===== config.mk =====
export PLATFORM = sky130hd
export DESIGN_NAME = bus_arb
export DESIGN_NICKNAME = d
export VERILOG_FILES = /design/src/rtl/bus_pkg.sv /design/src/rtl/bus_tmo.sv /design/src/rtl/bus_arb.sv
export SDC_FILE = /design/constraint.sdc
export NUM_CORES = 1
export LEC_CHECK = 0
export ABC_AREA = 1
export CAP_MARGIN = 20
export CORE_AREA = 2 2 115 117
export CTS_CLUSTER_DIAMETER = 40
export CTS_CLUSTER_SIZE = 24
export DETAILED_ROUTE_END_ITERATION = 8
export DIE_AREA = 0 0 117 119
export PLACE_DENSITY = 0.68
export SYNTH_ARGS = -nofsm -noshare
export SYNTH_HDL_FRONTEND = slang
export SYNTH_SLANG_ARGS = --single-unit

===== constraint.sdc =====
create_clock -name clk -period 5.4 [get_ports clk]
set_clock_uncertainty 0.2 [all_clocks]
set_input_delay 1.08 -clock clk [delete_from_list [all_inputs] [get_ports clk]]
set_output_delay 1.08 -clock clk [all_outputs]
set_load 0.005 [all_outputs]

===== src/rtl/bus_pkg.sv =====
// Shared types and constants for the two-master system bus arbiter.
package bus_pkg;

    localparam int unsigned ADDR_W      = 22;
    localparam int unsigned DATA_W      = 32;
    localparam int unsigned CNT_W       = 16;
    localparam int unsigned TMO_DEFAULT = 1023;

    localparam logic [DATA_W-1:0] TMO_DATA = 32'h0000_0000;

    typedef enum logic {
        ARB_IDLE = 1'b0,
        ARB_BUSY = 1'b1
    } arb_state_e;

    // Master-side request payload routed onto the slave bus
    typedef struct packed {
        logic              we;
        logic [ADDR_W-1:0] addr;
        logic [DATA_W-1:0] data;
    } bus_req_t;

endpackage


===== src/rtl/bus_tmo.sv =====
// Watchdog: counts unacknowledged BUSY cycles and flags expiry in the last allowed one.
module bus_tmo
    import bus_pkg::*;
#(
    parameter int unsigned TMO_CYCLES = TMO_DEFAULT
) (
    input  logic clk,
    input  logic rst_n,
    input  logic busy_i,
    input  logic ack_i,
    output logic expire_o
);

    localparam logic [CNT_W-1:0] LIMIT = CNT_W'(TMO_CYCLES - 1);

    logic [CNT_W-1:0] cnt_q;
    logic [CNT_W-1:0] cnt_d;

    // Idle holds the counter at zero, so it is clear on every BUSY entry
    always_comb begin
        cnt_d = cnt_q;
        if (!busy_i) begin
            cnt_d = '0;
        end else if (!ack_i) begin
            cnt_d = cnt_q + CNT_W'(1);
        end
    end

    always_ff @(posedge clk or negedge rst_n) begin
        if (!rst_n) begin
            cnt_q <= '0;
        end else begin
            cnt_q <= cnt_d;
        end
    end

    assign expire_o = busy_i && (cnt_q == LIMIT);

endmodule


===== src/rtl/bus_arb.sv =====
// Round-robin two-master bus arbiter with combinational return path and
// watchdog termination of unacknowledged transactions.
module bus_arb
    import bus_pkg::*;
#(
    parameter int unsigned TMO_CYCLES = TMO_DEFAULT
) (
    input  logic              clk,
    input  logic              rst_n,
    input  logic              m0_stb_i,
    input  logic              m0_we_i,
    input  logic [ADDR_W-1:0] m0_addr_i,
    input  logic [DATA_W-1:0] m0_dout_i,
    output logic [DATA_W-1:0] m0_din_o,
    output logic              m0_ack_o,
    input  logic              m1_stb_i,
    input  logic              m1_we_i,
    input  logic [ADDR_W-1:0] m1_addr_i,
    input  logic [DATA_W-1:0] m1_dout_i,
    output logic [DATA_W-1:0] m1_din_o,
    output logic              m1_ack_o,
    output logic              bus_stb_o,
    output logic              bus_we_o,
    output logic [ADDR_W-1:0] bus_addr_o,
    output logic [DATA_W-1:0] bus_dout_o,
    input  logic [DATA_W-1:0] bus_din_i,
    input  logic              bus_ack_i,
    output logic              tmo_o,
    output logic [ADDR_W-1:0] tmo_addr_o,
    output logic              tmo_mst_o
);

    arb_state_e        state_q, state_d;
    logic              owner_q, owner_d;
    logic              last_q, last_d;
    logic [ADDR_W-1:0] tmo_addr_q, tmo_addr_d;
    logic              tmo_mst_q, tmo_mst_d;

    bus_req_t          m0_req, m1_req, own_req;
    logic              own_stb;
    logic              busy;
    logic              expire;
    logic              timeout_c;
    logic              own_ack;
    logic [DATA_W-1:0] own_din;

    assign m0_req  = {m0_we_i, m0_addr_i, m0_dout_i};
    assign m1_req  = {m1_we_i, m1_addr_i, m1_dout_i};
    assign own_req = owner_q ? m1_req : m0_req;
    assign own_stb = owner_q ? m1_stb_i : m0_stb_i;
    assign busy    = (state_q == ARB_BUSY);

    bus_tmo #(
        .TMO_CYCLES (TMO_CYCLES)
    ) u_tmo (
        .clk      (clk),
        .rst_n    (rst_n),
        .busy_i   (busy),
        .ack_i    (bus_ack_i),
        .expire_o (expire)
    );

    // A real slave ack in the expiry cycle takes precedence over the timeout
    assign timeout_c = busy && own_stb && expire && !bus_ack_i;
    assign own_ack   = busy && own_stb && (bus_ack_i || expire);
    assign own_din   = (busy && !timeout_c) ? bus_din_i : TMO_DATA;

    assign m0_ack_o  = own_ack && !owner_q;
    assign m1_ack_o  = own_ack && owner_q;
    assign m0_din_o  = owner_q ? '0 : own_din;
    assign m1_din_o  = owner_q ? own_din : '0;

    assign bus_stb_o  = busy && own_stb && !timeout_c;
    assign bus_we_o   = own_req.we;
    assign bus_addr_o = own_req.addr;
    assign bus_dout_o = own_req.data;

    assign tmo_o      = timeout_c;
    assign tmo_addr_o = tmo_addr_q;
    assign tmo_mst_o  = tmo_mst_q;

    // Grant selection, transaction termination and timeout capture
    always_comb begin
        state_d    = state_q;
        owner_d    = owner_q;
        last_d     = last_q;
        tmo_addr_d = tmo_addr_q;
        tmo_mst_d  = tmo_mst_q;
        case (state_q)
            ARB_IDLE: begin
                if (m0_stb_i || m1_stb_i) begin
                    owner_d = (m0_stb_i && m1_stb_i) ? ~last_q : m1_stb_i;
                    last_d  = owner_d;
                    state_d = ARB_BUSY;
                end
            end
            ARB_BUSY: begin
                if (!own_stb || bus_ack_i || expire) begin
                    state_d = ARB_IDLE;
                end
                if (timeout_c) begin
                    tmo_addr_d = own_req.addr;
                    tmo_mst_d  = owner_q;
                end
            end
            default: state_d = ARB_IDLE;
        endcase
    end

    always_ff @(posedge clk or negedge rst_n) begin
        if (!rst_n) begin
            state_q    <= ARB_IDLE;
            owner_q    <= 1'b0;
            last_q     <= 1'b0;
            tmo_addr_q <= '0;
            tmo_mst_q  <= 1'b0;
        end else begin
            state_q    <= state_d;
            owner_q    <= owner_d;
            last_q     <= last_d;
            tmo_addr_q <= tmo_addr_d;
            tmo_mst_q  <= tmo_mst_d;
        end
    end

endmodule


==> results_dict.tcl <==
set metrics [dict create \
    post_cts_setup_buffers 0 \
    synth_fp_nets 684 \
    die_w_um 117 \
    tritoncts_clock_tree "done" \
    io_pins 293 \
    die_height_um 119 \
    synth_area_mm2 0.003151 \
    clock_sink_count 41 \
    drive_above_1_share_pct 4.950 \
    worst_setup_path_end_kind "output pin" \
    syn_inst 535 \
    synth_top_family_by_area "simple AND/OR/NAND/NOR gates" \
    fillerInstances 1292 \
    fin_nets 956 \
    numPortBuffers 292 \
    muxShareOfSynthArea_pct 0 \
    final-setup-viol-count 0 \
    final_antenna_net_count 0 \
    post-route-drc-count 0 \
    cts_hold_repair.buffers 0 \
    holdCritPathClass "reg2reg" \
    power-per-cell-area_mw_per_mm2 328.1 \
    netlist.area_leader.share_pct 32.57 \
    max_clock_freq_mhz 222.3 \
    critPathArrivalTime_ns 3.22 \
    r2r_start "u_tmo.cnt_q[0]" \
    dpl.hpwl_um 9936 \
    grtUsageTotal_pct 18.00 \
    firstDrtPassIters 5 \
    r2r_setup_slack_ns 3.34 \
    synth_largest_area_cell "sky130_fd_sc_hd__dfrtp_1" \
    rsz0062_at_grt "false" \
    synth.lib_cells_used.distinct 21 \
    tritoncts.num_buffers 5 \
    slew_headroom_pct 39.28 \
    synth.top_cells.by_area "sky130_fd_sc_hd__dfrtp_1, sky130_fd_sc_hd__nand2_1, sky130_fd_sc_hd__nor2_1, sky130_fd_sc_hd__nand3_2, sky130_fd_sc_hd__nand3_1" \
    globalRouteOverflowTotal 0 \
    synth_warnings 0 \
    global_route_wire_length_before_repair_um 19960 \
    worstSetupStartpointType "input port" \
    critical_path.reg2reg.endpoint "tmo_addr_o[3]" \
    synth.top_cells.by_count "sky130_fd_sc_hd__nand2_1, sky130_fd_sc_hd__nor2_1, sky130_fd_sc_hd__dfrtp_1, sky130_fd_sc_hd__nand3_1, sky130_fd_sc_hd__inv_1" \
    worst_skew_pair.late_latency_ns 0.28 \
    grt_pass1_vias 3882 \
    gp_congestion 0.8020 \
    holdCritStartpoint "tmo_addr_o[1]" \
    syn2layout_area_growth_pct 100.6 \
    hold_depth 2 \
    clockRootBuffer "sky130_fd_sc_hd__clkbuf_16" \
    finalCriticalPeriod_ns 4.498 \
    insertedDiodeCount 0 \
    finalCoreUtilization_pct 49.10 \
    synth_ff_type "sky130_fd_sc_hd__dfrtp_1" \
    core_mm2 0.01287 \
    cts_buffer_depth 2 \
    setup_tns_ns 0 \
    part_of_the_yosys_area_used_for_sequential_elements_pct 32.57 \
    status "completed" \
    antenna_found_initial 0 \
    fp-row-count 42 \
    path_clk_slew_ns 0.06 \
    timing_worst_setup_path_type "in2out" \
    required_ns 4.12 \
    route.vias.total 4140 \
    htree_num_levels 2 \
    synth_edf_count 0 \
    drv_slew 0 \
    ctsResizeCount 0 \
    starting_drt_drc_count 183 \
    final.period_utilization_pct 83.29 \
    worst_pin_slew_ns 0.9107 \
    reg2regPathDepth 9 \
    route.final.wire_length_um 12800 \
    ys_async_sr_fraction_pct 100.0 \
    grt_max_degree 90 \
    max-vdd-ir-drop_mv 0.1675 \
    postSynthRegisterBits 41 \
    post_synth_and_or_nand_nor_area_fraction_pct 54.45 \
    largest_driver_fanout_on_the_critical_path 34 \
    synth.avg_cell_area_um2 5.889 \
    post_drt_wl_per_cell_um 13.01 \
    synth-compound-area-share_pct 3.415 \
    post_synth_fa_ha_maj_area_fraction_pct 0.7943 \
    detail_route.vias_per_cell 4.207 \
    synth_xor_area_share_pct 0 \
    post-synth-top-count-cell "sky130_fd_sc_hd__nand2_1" \
    max_cap_violations 0 \
    p_leak_nw 2.967 \
    final_hold_viol_count 0 \
    initial_utilization_pct 24.47 \
    whs_endpoint "tmo_addr_o[1]" \
    floorplan.die_area_mm2 0.01392 \
]
==> power by group <==
| group | total, W | leakage, nW | internal [W] | switching (W) |
|---|---|---|---|---|
| logic | 0.00138 | 2.32 | 0.000734 | 0.000647 |
| clock network | 0.000338 | 0.0800 | 0.000219 | 0.000120 |
| registers | 0.000355 | 0.565 | 0.000322 | 0.0000327 |
| total | 0.00207 | 2.97 | 0.00127 | 0.000799 |
==> worst max-delay path, cell delays in order <==
cell                              delay [ns]
sky130_fd_sc_hd__clkdlybuf4s50_1        0.46
sky130_fd_sc_hd__inv_1                  0.08
sky130_fd_sc_hd__nand2_1                0.06
sky130_fd_sc_hd__nand3_2                0.10
sky130_fd_sc_hd__nor2_1                 0.05
sky130_fd_sc_hd__nand3_2                0.08
sky130_fd_sc_hd__buf_4                  0.38
sky130_fd_sc_hd__nand3_1                0.15
sky130_fd_sc_hd__nor2_1                 0.21
sky130_fd_sc_hd__clkdlybuf4s50_1        0.54
==> flip-flops by register name, summed over array words and instances (netlist names) <==
name	flops
busy	1
last_q	1
tmo_addr_o	22
tmo_mst_o	1
u_tmo.cnt_q	16
==> cells in the final DEF (no fill, tap or decap), drive strengths merged <==
cell type and count:
nor2 92, buf 6, clkinvlp 1, nand2 272
clkdlybuf4s50 291, clkinv 1, inv 26, nor3 3
ha 2, nand3 44, a21oi 9, bufinv 1
a31oi 1, clkbuf 5, o21ai 9, o31ai 1
nand4 3, dfrtp 41
==> cell type report <==
type	count	area, um^2	area share [%]
clock buffer	5	125.1	1.979
clock inverter	3	46.29	0.7324
inverter	26	97.59	1.544
multi-input combinational	436	1848	29.24
sequential	41	1028	16.27
tap	176	220.2	3.484
timing repair buffer	297	2955	46.75
==> per-layer routing <==
layer  routed length (um)  track usage [%]  part of all wire (%)
met1                 5520            23.38                    43
met2                 6234            30.74                    49
met3                  891            4.275                   7.0
met4                  150            2.868                   1.2
met5                    0                0                     0
==> cells by family after synthesis <==
group | Yosys count
fa+ha+maj | 2
simple gates | 414
compound gates | 20
buf+inv | 58
flops | 41
==> how the worst max path moves through the flow <==
| stage | from | to | slack (ns) | cells after the start |
|---|---|---|---|---|
| 3_3_place_gp | m1_stb_i | m1_din_o[3] | 0.92 | 10 |
| 6_report | m1_stb_i | m1_din_o[3] | 0.90 | 10 |
| 3_5_place_dp | m1_stb_i | m1_din_o[3] | 0.92 | 10 |
| 5_1_grt | m1_stb_i | m1_din_o[3] | 0.75 | 10 |
| 2_1_floorplan | m1_stb_i | m0_din_o[15] | 2.27 | 9 |
| 4_1_cts | m1_stb_i | m1_din_o[3] | 0.91 | 10 |
==> metrics by stage <==
| step | total power, W | hold WS (ns) | setup WS [ns] | area (um^2) | cells |
|---|---|---|---|---|---|
| global route | 0.002250 | 0.2971 | 0.7507 | 6321 | 984 |
| finish | 0.002074 | 0.2748 | 0.9025 | 6321 | 984 |
| floorplan | 0.0009361 | 0.2720 | 2.269 | 3151 | 535 |
| global placement | 0.001765 | 0.2613 | 0.9170 | 6150 | 976 |
| detailed placement | 0.001756 | 0.2638 | 0.9169 | 6150 | 976 |
| CTS | 0.002107 | 0.2815 | 0.9125 | 6321 | 984 |
Power figures use the tool's default switching activity.
